`src/rtl/bf_lut_eval_if.sv`:
```
// rtl/bf_lut_eval_if.sv - evaluate, config and sweep signal bundle for bf_lut_eval
//
// Purpose: groups every non-clock/reset signal of bf_lut_eval.
// Ports (slave = the LUT unit, master = its driver):
//   in_vec/in_valid             evaluation request
//   out_x/out_valid             registered evaluation result
//   cfg_we/cfg_addr/cfg_data    truth-table bit write
//   cfg_err                     write rejected because a sweep is running
//   sweep_start/busy/sweep_done minterm sweep control and status
//   ones_count                  true-minterm count from the last sweep
interface bf_lut_eval_if #(
  parameter int N_IN = 3
);
  logic [N_IN-1:0] in_vec;
  logic            in_valid;
  logic            out_x;
  logic            out_valid;
  logic            cfg_we;
  logic [N_IN-1:0] cfg_addr;
  logic            cfg_data;
  logic            cfg_err;
  logic            sweep_start;
  logic            busy;
  logic            sweep_done;
  logic [N_IN:0]   ones_count;

  modport slave (
    input  in_vec, in_valid, cfg_we, cfg_addr, cfg_data, sweep_start,
    output out_x, out_valid, cfg_err, busy, sweep_done, ones_count
  );

  modport master (
    output in_vec, in_valid, cfg_we, cfg_addr, cfg_data, sweep_start,
    input  out_x, out_valid, cfg_err, busy, sweep_done, ones_count
  );
endinterface

```
`src/rtl/bf_lut_eval.sv`:
```
// rtl/bf_lut_eval.sv - programmable N-input boolean function with minterm sweep
//
// Purpose: a 2^N_IN-bit truth table, writable at run time, evaluates input
// vectors with a one-cycle registered result. A sweep walks every minterm
// and reports how many evaluate true.
// Ports:
//   clk    rising-edge clock
//   rst_n  asynchronous active-low reset
//   bus    bf_lut_eval_if.slave (evaluate, config and sweep signals)
module bf_lut_eval #(
  parameter int                       N_IN      = 3,
  parameter logic [(1<<N_IN)-1:0]     DEF_TABLE = 8'h57
) (
  input  logic          clk,
  input  logic          rst_n,
  bf_lut_eval_if.slave  bus
);

  localparam logic [1:0] S_IDLE  = 2'd0;
  localparam logic [1:0] S_SWEEP = 2'd1;
  localparam logic [1:0] S_DONE  = 2'd2;

  logic [(1<<N_IN)-1:0] tbl;
  logic [1:0]           state;
  logic [N_IN-1:0]      idx;
  logic [N_IN:0]        acc;
  logic                 out_x_q;
  logic                 out_valid_q;
  logic                 cfg_err_q;
  logic                 busy_q;
  logic                 sweep_done_q;
  logic [N_IN:0]        ones_q;
  logic                 sweeping;
  logic [N_IN:0]        acc_next;

  assign sweeping = (state == S_SWEEP);
  assign acc_next = acc + {{N_IN{1'b0}}, tbl[idx]};

  // Eval and config paths. The eval read uses the pre-edge table, so a
  // same-cycle write to the same address returns the old bit.
  always_ff @(posedge clk or negedge rst_n) begin
    if (!rst_n) begin
      tbl         <= DEF_TABLE;
      out_x_q     <= 1'b0;
      out_valid_q <= 1'b0;
      cfg_err_q   <= 1'b0;
    end else begin
      out_valid_q <= bus.in_valid;
      if (bus.in_valid) begin
        out_x_q <= tbl[bus.in_vec];
      end
      // Writes are refused while sweeping so the count reflects one snapshot.
      cfg_err_q <= bus.cfg_we && sweeping;
      if (bus.cfg_we && !sweeping) begin
        tbl[bus.cfg_addr] <= bus.cfg_data;
      end
    end
  end

  // Sweep FSM. busy and sweep_done are registered at the state transitions
  // so they line up exactly with the SWEEP and DONE cycles.
  always_ff @(posedge clk or negedge rst_n) begin
    if (!rst_n) begin
      state        <= S_IDLE;
      idx          <= '0;
      acc          <= '0;
      busy_q       <= 1'b0;
      sweep_done_q <= 1'b0;
      ones_q       <= '0;
    end else begin
      case (state)
        S_IDLE: begin
          sweep_done_q <= 1'b0;
          if (bus.sweep_start) begin
            state  <= S_SWEEP;
            idx    <= '0;
            acc    <= '0;
            ones_q <= '0;
            busy_q <= 1'b1;
          end
        end
        S_SWEEP: begin
          acc <= acc_next;
          idx <= idx + 1'b1;
          // Terminal detection on the last index; the wrap to zero is harmless.
          if (idx == {N_IN{1'b1}}) begin
            state        <= S_DONE;
            busy_q       <= 1'b0;
            sweep_done_q <= 1'b1;
            ones_q       <= acc_next;
          end
        end
        S_DONE: begin
          state        <= S_IDLE;
          sweep_done_q <= 1'b0;
        end
        default: begin
          state        <= S_IDLE;
          busy_q       <= 1'b0;
          sweep_done_q <= 1'b0;
        end
      endcase
    end
  end

  assign bus.out_x      = out_x_q;
  assign bus.out_valid  = out_valid_q;
  assign bus.cfg_err    = cfg_err_q;
  assign bus.busy       = busy_q;
  assign bus.sweep_done = sweep_done_q;
  assign bus.ones_count = ones_q;

endmodule

```
`src/flat_wrapper.sv`:
```
// flat-port wrapper written by rule: the top's interface ports become plain ports
module bf_lut_eval_flat 
#(
  parameter int                       N_IN      = 3,
  parameter logic [(1<<N_IN)-1:0]     DEF_TABLE = 8'h57
)
  (clk, rst_n, bus_in_vec, bus_in_valid, bus_cfg_we, bus_cfg_addr, bus_cfg_data, bus_sweep_start, bus_out_x, bus_out_valid, bus_cfg_err, bus_busy, bus_sweep_done, bus_ones_count);
  bf_lut_eval_if #(.N_IN(N_IN)) bus_i ();
  input  logic clk;
  input  logic rst_n;
  input wire logic [$bits(bus_i.in_vec)-1:0] bus_in_vec;
  input wire logic [$bits(bus_i.in_valid)-1:0] bus_in_valid;
  input wire logic [$bits(bus_i.cfg_we)-1:0] bus_cfg_we;
  input wire logic [$bits(bus_i.cfg_addr)-1:0] bus_cfg_addr;
  input wire logic [$bits(bus_i.cfg_data)-1:0] bus_cfg_data;
  input wire logic [$bits(bus_i.sweep_start)-1:0] bus_sweep_start;
  output wire logic [$bits(bus_i.out_x)-1:0] bus_out_x;
  output wire logic [$bits(bus_i.out_valid)-1:0] bus_out_valid;
  output wire logic [$bits(bus_i.cfg_err)-1:0] bus_cfg_err;
  output wire logic [$bits(bus_i.busy)-1:0] bus_busy;
  output wire logic [$bits(bus_i.sweep_done)-1:0] bus_sweep_done;
  output wire logic [$bits(bus_i.ones_count)-1:0] bus_ones_count;
  assign bus_i.in_vec = bus_in_vec;
  assign bus_i.in_valid = bus_in_valid;
  assign bus_i.cfg_we = bus_cfg_we;
  assign bus_i.cfg_addr = bus_cfg_addr;
  assign bus_i.cfg_data = bus_cfg_data;
  assign bus_i.sweep_start = bus_sweep_start;
  assign bus_out_x = bus_i.out_x;
  assign bus_out_valid = bus_i.out_valid;
  assign bus_cfg_err = bus_i.cfg_err;
  assign bus_busy = bus_i.busy;
  assign bus_sweep_done = bus_i.sweep_done;
  assign bus_ones_count = bus_i.ones_count;
  bf_lut_eval #(.N_IN(N_IN), .DEF_TABLE(DEF_TABLE)) u_core (.clk(clk), .rst_n(rst_n), .bus(bus_i));
endmodule
```
`config.mk`:
```
export PLATFORM = sky130hd
export DESIGN_NAME = bf_lut_eval_flat
export DESIGN_NICKNAME = d
export VERILOG_FILES = /design/src/rtl/bf_lut_eval_if.sv /design/src/rtl/bf_lut_eval.sv /design/src/flat_wrapper.sv
export SDC_FILE = /design/constraint.sdc
export NUM_CORES = 1
export LEC_CHECK = 0
export CAP_MARGIN = 20
export CORE_MARGIN = 4
export CORE_UTILIZATION = 45
export DETAILED_ROUTE_END_ITERATION = 8
export PLACE_DENSITY = 0.69
export SLEW_MARGIN = 20
export SYNTH_ARGS = -nofsm -noshare
export SYNTH_HDL_FRONTEND = slang
export SYNTH_SLANG_ARGS = --single-unit
```
`constraint.sdc`:
```
create_clock -name clk -period 6.05 [get_ports clk]
set_clock_uncertainty 0.2 [all_clocks]
set_input_delay 1.21 -clock clk [delete_from_list [all_inputs] [get_ports clk]]
set_output_delay 1.21 -clock clk [all_outputs]
set_load 0.05 [all_outputs]
```
==> summary.txt <==
Worst setup path
  • Buf/Inv on CP: 1
  • CP cell instances: clkdlybuf4s50_1
  • Element type at the critical path end: output pin
  • Crit start category: register
  • Critical path class: register to output pin
  • Crit path launch: u_core.bus.busy
  • Worst path required time: between 4 and 5 ns
  • Reg-to-reg startpoint: u_core.idx[0]
  • CP max-delay cell: clkdlybuf4s50_1
  • Worst endpoint data arrival time: roughly 1.5 ns
  • Critical Path Fanout Max: 3
  • Top cell family by delay on the critical path: buffers and inverters
  • CP peak stage delay: 0.81 ns

Synthesis
  • Top_reg_cell synth: dfrtp_1
  • Syn Inst Count: ~110
  • #FFs+latches synth: 26
  • Number of synthesized flops with an enable pin: 0
  • Net Count, Synth: about 130
  • YS warnings: 0
  • Synth Area per Inst: 12.0 um^2
  • Ys async rst share: between 90% and 100%
  • Yosys cell types: 30
  • Synthesized area: 1310 um^2
  • Seq/Total Area, Yosys: roughly 50%

Clock tree
  • CTS Sinks: 26
  • CTS tree: yes
  • Longest Clk Path Bufs: 2
  • Setup bufs post-CTS: 0
  • CTS root buffer: clkbuf_4
  • CTS Buf Count: 3
  • Worst skew pair latency: around 0.31 ns
  • Clk slew on worst S/H paths: between 0.1 and 0.15 ns
  • Hold_buf cts: 0
  • Post-CTS sizing: 0
  • H-tree depth: 1

Global route
  • Largest net degree at the start of global routing: 27
  • Met2 Use GR: 21.2%
  • First-pass GRT wire length: about 3700 um
  • Met1 usage: between 15 and 20%
  • Initial antenna violation count: 0
  • Vias in the first global route: between 800 and 900
  • Grt ovf: 0
  • Total track usage: 13.4%
  • Met3 GRT Util: under 10%
  • Gr busiest metal: met2

Finish
  • Final core utilization: 56.6%
  • Post-Layout Cell Count: between 150 and 200
  • FF/Latch Area: 657 um^2
  • N_diodes: 0
  • Area growth syn-to-layout: 20.0%
  • Post-layout net count: about 150
  • Area occupied by multi-input gates: between 600 and 700 um^2
  • Share of cells above drive strength 1: between 10% and 20%
  • Fill count: 240

Timing
  • Post-route setup slack: 3.13 ns
  • Peak Freq: roughly 340 MHz
  • Max Slew Vio Count: 0
  • RSZ-0062 raised after global routing: no
  • Worst-Margin Slew: between 0.5 and 0.6 ns
  • Final hold violations: 0
  • Endpoints failing setup: 0
  • Setup Total Neg Slack: 0 ns
  • Fin crit period: roughly 2.9 ns
  • Tcrit/Tclk final: 48.3%
  • Relative slew slack: around 64%

Power
  • P_leak: a little under 0.7 nW
  • VDD IR max: about 0.00035 V
  • PwrDens: 474 nW/um^2
  • Combinational fraction of design power: a little under half
  • Int Power: 0.452 mW
  • Sw frac: between 30% and 40%
  • P_sw: about 0.29 mW
  • Clock power share: between 10% and 20%
  • Register share of total power: 42.9%

Detailed routing
  • Post-route ant nets: 0
  • TritonRoute pass-1 iters: 4
  • Via density: approximately 5.5
  • DRC viols: 0
  • Starting DRT DRC Count: 25
  • Vias post-DR: about 890
  • WL final: ~2300 um
  • WL/cell: approximately 14 um

Worst hold path
  • Hold path start: u_core.acc[0]
  • Hold Crit Class: register to register

Die
  • Die area: 3840 um^2
  • Starting Density: 47.2%
  • Core area: about 2800 um^2
  • Die H: roughly 62 um
  • Top Ports: 21
  • Row count: 19
  • Die Span X: 62.0 um

Status
  • Status: finished, final reports clean

Placement
  • PortBufs: 20
  • Pre-CTS WS: 3.25 ns
  • Detailed placement HPWL: 1750 um
  • Placed insts: ~160
  • Gp weighted congestion: 0.744

Job
  • Maxcap violations: 0
flip-flops by register name, summed over array words and instances, names as in the netlist:
name,flops
u_core.bus.out_valid,1
u_core.bus.out_x,1
u_core.bus.ones_count,4
u_core.acc,4
u_core.state,2
u_core.tbl,8
u_core.bus.sweep_done,1
u_core.bus.cfg_err,1
u_core.bus.busy,1
u_core.idx,3
power by group through the flow:
stage | Combinational [mW] | Clock (mW) | Sequential [mW]
after floorplan | 0.190 | 0 | 0.375
after global placement | 0.335 | 0 | 0.321
after detailed placement | 0.342 | 0 | 0.325
after CTS | 0.343 | 0.0899 | 0.322
after global routing | 0.374 | 0.0965 | 0.333
final | 0.339 | 0.0866 | 0.320
per-layer routing:
layer / up-vias / wire length, um
met4: 0 / 38
li1: 440 / -
met3: 4 / 87
met5: - / 0
met1: 429 / 1070
met2: 16 / 1080
cell usage in the layout, fill, tap and decap left out, drive strengths merged, types with 2 or more instances in the layout:
cell	n
and2	3
clkbuf	4
o31ai	4
nand2	5
nor2	5
mux4	3
clkdlybuf4s50	20
dfstp	5
inv	4
mux2i	8
o21ai	9
nand4b	3
a21oi	2
nand4	3
nand2b	5
ha	4
dfrtp	21
mux2	9
a22o	2
metrics by stage:
step	hold slack, ns	area (um^2)	power, mW
floorplan	0.256	1310	0.566
global placement	0.279	1540	0.656
detailed placement	0.286	1540	0.668
CTS	0.322	1580	0.754
global route	0.347	1580	0.804
finish	0.322	1580	0.746
path summary, 6_finish.rpt:
path	endpoint	slack, ns	cells after the start
max in group asynchronous	u_core.tbl[6]	4.32	2
worst max register to register	u_core.bus.ones_count[1]	3.74	6
min in group asynchronous	u_core.state[0]	1.03	2
worst max-delay path	bus_busy	3.13	1
worst min-delay path	u_core.acc[0]	0.32	2
worst min register to register	u_core.acc[0]	0.32	2
synth_stat cells (4+ instances only):
library cell / n / area (um^2)
dfrtp_1: 21 / 526
dfstp_2: 5 / 131
ha_1: 4 / 50.1
inv_1: 4 / 15.0
mux2_2: 9 / 101
mux2i_1: 8 / 80.1
nand2_1: 5 / 18.8
nand2b_1: 5 / 31.3
nor2_1: 5 / 18.8
o21ai_0: 9 / 45.0
o31ai_1: 4 / 30.0
area by class of cell:
cell class                      count  share of cell area, %
Clock buffer                        4                   2.30
Inverter                            4                  0.953
Multi-Input combinational cell     75                   39.4
Sequential cell                    26                   41.7
Tap cell                           31                   2.46
Timing Repair Buffer               21                   13.2
logic make-up after synthesis:
kind of cell | after synthesis | synth area share [%]
xor+xnor | 2 | 1.33
compound gates | 19 | 8.96
flops | 26 | 50.0
simple gates | 30 | 14.2
buf+inv | 8 | 2.67
mux | 20 | 19.0
fa+ha+maj | 4 | 3.81
(Power assumes the default switching activity.)
